<file path="src/rtl/access_ctrl_wb.sv">
// Data-side access controller: posted write buffer with forwarding,
// read-miss handling, LL/SC link tracking and halt-time flush.
module access_ctrl_wb #(
  parameter int ADDR_W    = 32,
  parameter int DATA_W    = 32,
  parameter int WB_DEPTH  = 4,
  parameter int ATOMIC_EN = 1
) (
  input  logic              CLK,
  input  logic              RST,
  input  logic              dmemREN,
  input  logic              dmemWEN,
  input  logic              datomic,
  input  logic [ADDR_W-1:0] dmemaddr,
  input  logic [DATA_W-1:0] dmemstore,
  input  logic              halt,
  input  logic              hit,
  input  logic [DATA_W-1:0] ddata,
  input  logic              dwait,
  input  logic [DATA_W-1:0] dload,
  input  logic              snoop_inv,
  input  logic [ADDR_W-1:0] snoop_addr,
  output logic              dhit,
  output logic [DATA_W-1:0] dmemload,
  output logic              dREN,
  output logic              dWEN,
  output logic [ADDR_W-1:0] daddr,
  output logic [DATA_W-1:0] dstore,
  output logic              wempty,
  output logic              flushed
);

  localparam int PW = $clog2(WB_DEPTH);
  localparam int CW = PW + 1;

  typedef enum logic [1:0] {IDLE, RD_MISS, FLUSH, HALTED} state_t;

  state_t state, state_n;

  logic [ADDR_W-1:0] wb_addr [WB_DEPTH];
  logic [DATA_W-1:0] wb_data [WB_DEPTH];
  logic [PW-1:0]     head, tail, idx;
  logic [CW-1:0]     count;
  logic              link_v;
  logic [ADDR_W-1:0] link_a;

  logic wr, rd, is_ll, is_sc, snoop_req, sc_ok;
  logic full, drain, enq, pop, fwd_hit;
  logic [DATA_W-1:0] fwd_data;

  function automatic logic same_word(input logic [ADDR_W-1:0] a,
                                     input logic [ADDR_W-1:0] b);
    return a[ADDR_W-1:2] == b[ADDR_W-1:2];
  endfunction

  assign wr        = dmemWEN;
  assign rd        = dmemREN && !dmemWEN;
  assign is_ll     = (ATOMIC_EN != 0) && datomic && rd;
  assign is_sc     = (ATOMIC_EN != 0) && datomic && wr;
  assign snoop_req = snoop_inv && same_word(snoop_addr, dmemaddr);
  assign sc_ok     = link_v && same_word(link_a, dmemaddr) && !snoop_req;
  assign full      = count == CW'(WB_DEPTH);
  assign drain     = (state == IDLE || state == FLUSH) && count != '0;
  assign wempty    = (count == '0) && !dWEN;
  assign flushed   = state == HALTED;

  // Walk oldest to youngest so the last match is the youngest store.
  always_comb begin
    fwd_hit  = 1'b0;
    fwd_data = '0;
    idx      = '0;
    for (int i = 0; i < WB_DEPTH; i++) begin
      idx = head + PW'(i);
      if (CW'(i) < count && same_word(wb_addr[idx], dmemaddr)) begin
        fwd_hit  = 1'b1;
        fwd_data = wb_data[idx];
      end
    end
  end

  always_comb begin
    state_n  = state;
    dhit     = 1'b0;
    dmemload = '0;
    dREN     = 1'b0;
    dWEN     = 1'b0;
    daddr    = '0;
    dstore   = '0;
    enq      = 1'b0;
    pop      = 1'b0;
    if (drain) begin
      dWEN   = 1'b1;
      daddr  = wb_addr[head];
      dstore = wb_data[head];
      pop    = !dwait;
    end
    unique case (state)
      IDLE: begin
        if (halt) begin
          state_n = FLUSH;
        end else if (wr) begin
          if (is_sc && !sc_ok) begin
            dhit = 1'b1;
          end else if (!full) begin
            enq      = 1'b1;
            dhit     = 1'b1;
            dmemload = is_sc ? DATA_W'(1) : '0;
          end
        end else if (rd) begin
          if (fwd_hit) begin
            dhit     = 1'b1;
            dmemload = fwd_data;
          end else if (hit) begin
            dhit     = 1'b1;
            dmemload = ddata;
          end else if (!(drain && dwait)) begin
            state_n = RD_MISS;
          end
        end
      end
      RD_MISS: begin
        dREN  = 1'b1;
        daddr = dmemaddr;
        if (!dwait) begin
          dhit     = 1'b1;
          dmemload = dload;
          state_n  = IDLE;
        end
      end
      FLUSH: begin
        if (count == '0) state_n = HALTED;
      end
      HALTED: ;
      default: state_n = IDLE;
    endcase
  end

  always_ff @(posedge CLK) begin
    if (RST) begin
      state <= IDLE;
      head  <= '0;
      tail  <= '0;
      count <= '0;
    end else begin
      state <= state_n;
      if (enq) tail <= tail + 1'b1;
      if (pop) head <= head + 1'b1;
      case ({enq, pop})
        2'b10:   count <= count + 1'b1;
        2'b01:   count <= count - 1'b1;
        default: ;
      endcase
    end
  end

  always_ff @(posedge CLK) begin
    if (enq) begin
      wb_addr[tail] <= dmemaddr;
      wb_data[tail] <= dmemstore;
    end
  end

  // A snoop on the very address being linked leaves the link invalid.
  always_ff @(posedge CLK) begin
    if (RST) begin
      link_v <= 1'b0;
      link_a <= '0;
    end else if (halt || ATOMIC_EN == 0) begin
      link_v <= 1'b0;
    end else if (is_ll && dhit) begin
      link_v <= !snoop_req;
      link_a <= dmemaddr;
    end else if ((snoop_inv && same_word(snoop_addr, link_a)) ||
                 (enq && same_word(dmemaddr, link_a))) begin
      link_v <= 1'b0;
    end
  end

endmodule

</file>
<file path="config.mk">
export PLATFORM = sky130hd
export DESIGN_NAME = access_ctrl_wb
export DESIGN_NICKNAME = d
export VERILOG_FILES = /design/src/rtl/access_ctrl_wb.sv
export SDC_FILE = /design/constraint.sdc
export NUM_CORES = 1
export LEC_CHECK = 0
export CAP_MARGIN = 30
export CORE_MARGIN = 5
export CORE_UTILIZATION = 52
export CTS_CLUSTER_SIZE = 25
export DETAILED_ROUTE_END_ITERATION = 8
export PLACE_DENSITY = 0.83
export REMOVE_ABC_BUFFERS = 1
export SYNTH_ARGS = -nofsm -noshare
export SYNTH_HDL_FRONTEND = slang
export SYNTH_SLANG_ARGS = --single-unit
</file>
<file path="constraint.sdc">
create_clock -name CLK -period 5.4 [get_ports CLK]
set_clock_uncertainty 0.2 [all_clocks]
set_input_delay 1.08 -clock CLK [delete_from_list [all_inputs] [get_ports CLK]]
set_output_delay 1.08 -clock CLK [all_outputs]
set_load 0.05 [all_outputs]
</file>
==> results.txt <==
Status = complete, but fails checks
Violated checks = negative setup slack
Starting Density = 0.5231
Worst endpoint data arrival time = 4200 ps
Post-Synth Simple-Gate Area = 0.1072
CP Class = input pin to output port
Root Buffer Master = clkbuf_16
Clk slew on worst S/H paths = 60 ps
Synth Instances = 1766
Setup ws final = -82.96 ps
Hold path start = link_a[19]
FF-to-FF path depth = 14
Sequential power share = 0.257
Worst Path Required = 4120 ps
Final cell count without fillers = 2696
Hold slack = 317.1 ps
End of the worst register-to-register path = link_a[17]
DP HPWL = 49.19 mm
RSZ-0062 raised after global routing = true
Final Hold Viols = 0
Largest net degree at the start of global routing = 126
Global-route wire length before repair = 103.3 mm
Net Sw Frac = 0.4026
Syn Area/Cell = 12.04 sq um
H-tree Lvls = 1
Layout cells sized above 1 = 0.2609
Antenna Nets Post-Route = 0
Fillers = 2783
Final worst path period need = 5483 ps
Setup Viol. Count Final = 24
Mux contribution to synthesized area = 0.2821
Initial DRT Pass Iterations = 6
Pins Over Slew Limit = 0
DR WL/cell = 26.53 um
Reg-to-reg startpoint = head[0]
Final period util = 1.015
Nets = 2319
Die Y-Extent = 212.2 um
Fmax achieved = 0.1824 GHz
Max IR drop VDD = 0.0003224 V
Max-cap violations = 0
CP Max Fanout = 6
Vias in the first global route = 17370
Pwr dens = 378.1 nW/um^2
Async S/R FF share, synth = 0
Routed vias/inst = 6.563
Synth unique cells = 71
Clk_lat worst skew = 580 ps
CP Launch Type = input pin
Logic pwr share = 0.532
Synth Register Bits = 298
Main combinational cell family by area after synthesis = multiplexers
Post-Route WL = 71.53 mm
Xor-xnor portion of the synthesized cell area = 0.07780
Placed Area = 25420 sq um
Adder-cell share of the synthesized area = 0.007651
Clock Sinks = 298
DRC = 0
Int Pwr = 6256 uW
GRT overflow = 0
Placed cells = 2596
Total Die Area = 45030 sq um
Setup tns final = -652.0 ps
Worst Max-Slew Pin Slew = 647.1 ps
Final RePlAce weighted congestion = 0.9880
Design area = 27700 sq um
Synth Warn # = 0
Switching Power = 4216 uW
Total core area = 40650 sq um
Critical Path End Type = output port
Post-synthesis compound-gate area fraction = 0.08569
Footprint of the multi-input gates = 12380 sq um
Total GRT Usage = 0.3000
Slew HR = 0.5686
CTS tree = built
Initial antenna violation count = 0
Pleak = 0.009158 uW
Hold crit path type = register to register
Storage cell area = 8543 sq um
Via count = 17700
Worst Hold End = link_a[19]
Sequential area share after synthesis = 0.4011
Clock Path Buffers = 3
Initial drt markers = 1846
Reg2Reg Setup Slack = 1230 ps
Layout area overhead = 30.29%
IO buf count = 267
Post-Syn Area = 21260 sq um
Num ports = 270
Clock share of power = 0.211
Post-synth EDFFs = 256
Die width = 212.2 um
Synth Flop Type = edfxtp_1
Row count = 74
CTS buffer count = 31
Dpl ws = -239.0 ps
Worst hold stages = 2
==> layout by cell type (no fill, tap or decap), types with 38 or more instances in the layout <==
cell type / n
o21ai_0: 77
mux2i_1: 219
buf_6: 41
mux4_2: 136
dfxtp_1: 38
xor2_1: 48
nand2_1: 88
mux2_2: 46
clkdlybuf4s50_1: 223
xnor2_1: 123
nand4_1: 52
nand2b_1: 71
nor2b_1: 41
edfxtp_1: 256
buf_4: 163
==> timing repair <==
item                                    in CTS  in global routing
pin swaps                                    9                 11
resized for setup                           65                 71
hold buffers                                 0                  0
endpoints found under the setup margin      33                 33
setup buffers                               19                 11
gates cloned                                 5                  3
==> routing by layer <==
metal  up-vias  GRT usage  share of wire
li1       7577          -              -
met1      8637     0.3892           0.37
met2      1225     0.5011           0.47
met3       256    0.05179           0.10
met4         0     0.1275          0.054
met5         -          0              0
==> worst max-delay path: stages <==
cell	delay, ps
clkdlybuf4s50_1	680
nor2_1	130
buf_4	160
nor3_2	220
a32oi_2	170
nand4b_1	260
nor4_4	320
buf_6	180
buf_12	170
buf_12	130
mux2i_1	220
mux2i_1	90
o21ai_1	190
buf_6	190
==> stage by stage <==
stage,total power (uW),util
global placement,7707,0.6254
floorplan,6353,-
CTS,10290,0.6680
finish,10470,0.6815
global route,10840,0.6813
detailed placement,7777,0.6254
==> power by group through the flow <==
stage | Clock (uW) | Sequential (uW) | Combinational, uW
finish | 2210 | 2690 | 5570
global route | 2340 | 2690 | 5800
floorplan | 0 | 3010 | 3350
detailed placement | 0 | 2780 | 5000
global placement | 0 | 2770 | 4940
CTS | 2230 | 2700 | 5360
==> state kept, by name, summed over array words and instances, names as in the netlist, named ones only <==
| signal | flops |
|---|---|
| wb_data | 128 |
| count | 3 |
| state | 2 |
| head | 2 |
| link_v | 1 |
| wb_addr | 128 |
| tail | 2 |
| link_a | 30 |
==> synth_stat cells, drive strengths merged, types with 3 or more instances <==
cell type | count | area share
inv | 17 | 0.0030
nand3 | 19 | 0.0045
xor2 | 49 | 0.020
mux4 | 136 | 0.14
buf | 67 | 0.022
xnor2 | 139 | 0.058
or4 | 5 | 0.0019
a21oi | 23 | 0.0054
o221ai | 3 | 0.0012
ha | 13 | 0.0077
mux2i | 241 | 0.11
and2 | 39 | 0.011
and3 | 6 | 0.0018
nand2 | 88 | 0.016
o2bb2ai | 4 | 0.0016
a2111oi | 6 | 0.0025
nor4 | 27 | 0.0094
a221oi | 6 | 0.0025
mux2 | 46 | 0.024
nor2b | 42 | 0.012
o21ai | 114 | 0.027
a2bb2oi | 3 | 0.0012
nand4 | 52 | 0.015
o2111ai | 4 | 0.0016
clkbuf | 77 | 0.014
or2 | 4 | 0.0012
o211ai | 4 | 0.0014
a22o | 35 | 0.014
nand2b | 71 | 0.021
nor3 | 13 | 0.0031
o22ai | 6 | 0.0018
dfxtp | 42 | 0.040
a22oi | 33 | 0.012
a211oi | 8 | 0.0028
a32oi | 3 | 0.0012
nor2 | 35 | 0.0062
edfxtp | 256 | 0.36
==> layout make-up <==
class,count,share of cell area
clock inverter,14,0.006731
antenna,2,0.0001807
multi-input combinational,1307,0.4468
clock buffer,44,0.03121
timing repair buffer,482,0.1803
tap,532,0.02403
sequential,298,0.3084
inverter,17,0.002304
==> logic make-up after synthesis <==
family | after synthesis
multiplexers | 423
flip-flops | 298
adder cells (fa/ha/maj) | 13
buffers and inverters | 161
AO/OA/AOI/OAI | 273
XOR/XNOR | 188
AND/OR/NAND/NOR | 410
==> worst max-delay path by stage <==
stage	start	end	slack [ps]	cells after the start
after detailed placement	dmemaddr[17]	dmemload[14]	-240	12
after global placement	dmemaddr[17]	dmemload[14]	-250	12
after CTS	head[0]	dmemload[14]	-30	16
after global routing	head[0]	dmemload[7]	-200	15
final	dmemaddr[27]	dmemload[16]	-80	14
after floorplan	head[0]	dmemload[24]	-7690	9
No activity file was read; power rests on OpenSTA's default activity.
